`config.mk`:
```
export PLATFORM = sky130hd
export DESIGN_NAME = control
export DESIGN_NICKNAME = d
export VERILOG_FILES = /design/src/rtl/control_pkg.sv /design/src/rtl/control_iter_counter.sv /design/src/rtl/control.sv
export SDC_FILE = /design/constraint.sdc
export NUM_CORES = 1
export LEC_CHECK = 0
export CORE_AREA = 2 2 39 41
export CTS_BUF_LIST = sky130_fd_sc_hd__clkbuf_8
export CTS_CLUSTER_SIZE = 25
export DETAILED_ROUTE_END_ITERATION = 8
export DIE_AREA = 0 0 41 43
export PLACE_DENSITY = 0.71
export SLEW_MARGIN = 40
export SYNTH_ARGS = -nofsm -noshare
export SYNTH_HDL_FRONTEND = slang
export SYNTH_SLANG_ARGS = --single-unit
```
`constraint.sdc`:
```
create_clock -name clk -period 2.6 [get_ports clk]
set_input_delay 0.52 -clock clk [delete_from_list [all_inputs] [get_ports clk]]
set_output_delay 0.52 -clock clk [all_outputs]
set_load 0.02 [all_outputs]
```
`src/rtl/control_pkg.sv`:
```
// Shared types and constants for the restoring-divider sequencing controller.
package control_pkg;

  typedef enum logic [2:0] {
    IDLE  = 3'd0,
    INIT  = 3'd1,
    ITER  = 3'd2,
    FINAL = 3'd3,
    DONE  = 3'd4
  } state_t;

  localparam logic [5:0] SUBU_FUNCT     = 6'b100011;
  localparam logic [5:0] NOP_FUNCT      = 6'b000000;
  localparam int         ITER_N_DEFAULT = 32;
  localparam int         CNT_W          = 6;

endpackage

```
`src/rtl/control_iter_counter.sv`:
```
// Iteration counter: synchronous clear (priority over enable), enable, and a
// terminal-count flag raised while cnt equals tc_val.
module control_iter_counter
  import control_pkg::*;
(
  input  logic             clk,
  input  logic             rst_n,
  input  logic             clr,
  input  logic             en,
  input  logic [CNT_W-1:0] tc_val,
  output logic [CNT_W-1:0] cnt,
  output logic             tc
);

  always_ff @(posedge clk or negedge rst_n) begin
    if (!rst_n) begin
      cnt <= '0;
    end else if (clr) begin
      cnt <= '0;
    end else if (en) begin
      cnt <= cnt + CNT_W'(1);
    end
  end

  assign tc = (cnt == tc_val);

endmodule

```
`src/rtl/control.sv`:
```
// Sequencing FSM for the iterative 32-bit restoring divider datapath.
// Optional iter_cnt debug output is enabled by defining CONTROL_ITER_CNT_EN.
//
// state | meaning
// IDLE  | waiting for Run, all strobes low
// INIT  | load operands and initial left shift
// ITER  | subtract/shift iterations, write gated by ~MSB
// FINAL | right-shift correction of the remainder half
// DONE  | result valid, held while Run stays high
module control
  import control_pkg::*;
#(
  parameter int ITER_N = ITER_N_DEFAULT
) (
  input  logic       clk,
  input  logic       Reset,
  input  logic       Run,
  input  logic       MSB,
  output logic       W_ctrl,
  output logic [5:0] SUBU_ctrl,
  output logic       SRL_ctrl,
  output logic       SLL_ctrl,
`ifdef CONTROL_ITER_CNT_EN
  output logic [5:0] iter_cnt,
`endif
  output logic       Ready
);

  localparam logic [CNT_W-1:0] TC_VAL = CNT_W'(ITER_N - 1);

  state_t           state;
  state_t           state_nxt;
  logic [CNT_W-1:0] cnt;
  logic             cnt_tc;

  // Counter is held at zero outside ITER, which also covers the clear in INIT.
  control_iter_counter u_iter_counter (
    .clk    (clk),
    .rst_n  (Reset),
    .clr    (state != ITER),
    .en     (state == ITER),
    .tc_val (TC_VAL),
    .cnt    (cnt),
    .tc     (cnt_tc)
  );

  always_ff @(posedge clk or negedge Reset) begin
    if (!Reset) begin
      state <= IDLE;
    end else begin
      state <= state_nxt;
    end
  end

  always_comb begin
    state_nxt = state;
    case (state)
      IDLE:    if (Run) state_nxt = INIT;
      INIT:    state_nxt = ITER;
      ITER:    if (cnt_tc) state_nxt = FINAL;
      FINAL:   state_nxt = DONE;
      DONE:    if (!Run) state_nxt = IDLE;
      default: state_nxt = IDLE;
    endcase
  end

  always_comb begin
    W_ctrl    = 1'b0;
    SUBU_ctrl = NOP_FUNCT;
    SRL_ctrl  = 1'b0;
    SLL_ctrl  = 1'b0;
    Ready     = 1'b0;
    case (state)
      INIT: begin
        W_ctrl   = 1'b1;
        SLL_ctrl = 1'b1;
      end
      ITER: begin
        // Only write back a non-negative partial remainder.
        W_ctrl    = ~MSB;
        SUBU_ctrl = SUBU_FUNCT;
        SLL_ctrl  = 1'b1;
      end
      FINAL: begin
        W_ctrl   = 1'b1;
        SRL_ctrl = 1'b1;
      end
      DONE:    Ready = 1'b1;
      default: ;
    endcase
  end

`ifdef CONTROL_ITER_CNT_EN
  // cnt has already advanced to ITER_N by the FINAL cycle, so gate it.
  assign iter_cnt = (state == ITER) ? cnt : '0;
`else
  logic cnt_unused;
  assign cnt_unused = ^cnt;
`endif

endmodule

```
==> impl_metrics.tcl <==
set metrics [dict create \
    outcome "completed" \
    finClkSkew_ps 5.32 \
    dpl.hpwl_um 535 \
    start_util_pct 34.0 \
    htree_levels 1 \
    cts_buffers 3 \
    power.ir.vdd_worst_uv 717 \
    cellPowerDensity_nw_per_um2 1160 \
    clk_latency_ps 230 \
    cts_tree "done" \
    clk_pin_slew_ps 50 \
    synth_seq_cells 9 \
    die_height_um 43 \
    r2r_setup_slack_ps 1350 \
    place_inst 69 \
    antenna_found_initial 0 \
    cp_max_fo 6 \
    syn_avg_cell_area_sq_um 9.80 \
    gp_congestion 0.696 \
    ctsHoldBuffers 0 \
    drtIter0Drc 4 \
    io_pins 14 \
    yosysTopAreaCell "dfrtp_1" \
    ys_seq_area_share_pct 47.9 \
    grt_max_degree 10 \
    syn-cell-area_sq_um 470 \
    wl_per_cell_um 9.95 \
    grt_use_total_pct 10.8 \
    die_w_um 41 \
    start_kind "flip-flop" \
    layoutNonFillerInstCount 73 \
    finalWirelength_um 726 \
    n_antenna_cell 0 \
    fin_util_pct 42.4 \
    ys.flop_type "dfrtp_1" \
    period_needed_ps 2410 \
    cp_slowest_cell "clkdlybuf4s50_1" \
    maxCapViolations 0 \
    grt_pass1_vias 323 \
    dr.pass1.iters 4 \
    drive_gt1_share_pct 10.5 \
    cp_cell_sequence "or3b_1, inv_2, clkdlybuf4s50_1" \
    cp.arrival_ps 1890 \
    p_total_uw 682 \
    synth.most_common_cell "dfrtp_1" \
    syn-instance-count 48 \
    nets 63 \
    synth_common_cells "9 x dfrtp_1, 7 x nor2_1, 6 x buf_4" \
    synth_area_leaders "dfrtp_1 48%, buf_4 9.6%, nor2_1 5.6%, xnor2_1 3.7%, xor2_1 3.7%" \
    regToRegStartpoint "state[0]" \
    die_area_sq_um 1760 \
    required_ps 2080 \
    clockBufferDepth 2 \
    io_buffers 10 \
    synth_async_sr_flop_share_pct 100 \
    rsz0062_at_grt "false" \
    grt_pass1_wl_um 1320 \
    cts_resized 0 \
    core.rowCount 14 \
    p_leak_nw 0.277 \
    n_fill_cell 140 \
    synth_top_area_share_pct 47.9 \
    hold_class "reg2reg" \
    post_cts_buffers 0 \
    period_share_pct 92.6 \
    holdPathStages 1 \
    min_from "u_iter_counter.cnt[0]" \
    worstRegToRegCells 3 \
    root_buffer "clkbuf_8" \
    synth-edff-count 0 \
    final-hold-violation-count 0 \
    fin_tns_setup_ps 0 \
    viasPerCell 4.56 \
    drc 0 \
    ant_nets 0 \
    core_area_sq_um 1380 \
    setup_viol 0 \
    cts.sinks 9 \
    synth_cell_types 22 \
    syn2layout_area_growth_pct 24.7 \
    grt-ovfl-total 0 \
    clock.fmax_ghz 0.415 \
    max_stage_delay_ps 610 \
    via_count 333 \
    crit_start "state[0]" \
    path_class "reg2out" \
    yosysWarnings 0 \
    cp-end-kind "output port" \
    slew_viol_final 0 \
]
## logic make-up after synthesis
kind of cell | share of synthesized area, %
buffers and inverters | 14.4
adder cells (fa/ha/maj) | 2.66
other | 0.797
XOR/XNOR | 7.45
flip-flops | 47.9
AND/OR/NAND/NOR | 19.7
AO/OA/AOI/OAI | 7.18
## state kept, by name, indices dropped and copies added (netlist names)
name	flops
u_iter_counter.cnt	6
state	3
## path summary, 6_finish.rpt
path | to
hold reg to reg | u_iter_counter.cnt[0]
hold / removal | u_iter_counter.cnt[0]
max in group asynchronous | u_iter_counter.cnt[0]
setup reg to reg | u_iter_counter.cnt[1]
min in group asynchronous | u_iter_counter.cnt[2]
setup / recovery | SUBU_ctrl[1]
## cell usage in the layout, fill, tap and decap left out, drive strengths merged
cell type      netlist  final
clkdlybuf4s50        0     10
dfrtp                9      9
nor2                 7      7
inv                  3      4
nand3                3      3
conb                 1      3
clkbuf               0      3
xnor2                2      2
a21oi                2      2
xor2                 2      2
nand2                2      2
or3b                 1      1
and3b                1      1
and2                 1      1
nor3b                1      1
o21ai                1      1
or3                  1      1
a21o                 1      1
o32a                 1      1
nor3                 1      1
ha                   1      1
## worst max-delay path: cells and delay by family, from the launching register on
kind / cells / cell delay, ps
buffers and inverters: 2 / 720
and+or+nand+nor: 1 / 510
DFF: 1 / 430
## stage by stage
step	cell area [sq um]	worst slack [ps]	hold WS, ps
finish	587	191	485
global route	587	113	532
CTS	587	167	492
detailed placement	542	364	486
global placement	542	380	478
floorplan	478	972	224
## power by group
| part | leakage, nW | internal, mW | switching [mW] |
|---|---|---|---|
| Clock | 0.0269 | 0.102 | 0.0512 |
| Combinational | 0.129 | 0.152 | 0.160 |
| Sequential | 0.121 | 0.173 | 0.0436 |
| Total | 0.277 | 0.427 | 0.255 |
## area by class of cell
| cell class | count | area, sq um | area share (%) |
|---|---|---|---|
| inverter | 3 | 11.3 | 1.92 |
| tap | 16 | 20.0 | 3.41 |
| multi-input combinational | 31 | 185 | 31.6 |
| clock buffer | 3 | 41.3 | 7.04 |
| timing repair buffer | 10 | 100 | 17.1 |
| clock inverter | 1 | 3.75 | 0.640 |
| sequential | 9 | 225 | 38.4 |
## layer usage
| layer | global-route usage [%] | share of wire, % | up-vias |
|---|---|---|---|
| met5 | 0 | 0 | - |
| met4 | 0 | 0 | 0 |
| met3 | 6.28 | 11 | 0 |
| met2 | 15.6 | 44 | 15 |
| met1 | 14.8 | 45 | 154 |
| li1 | - | - | 164 |
(Power assumes the default switching activity.)
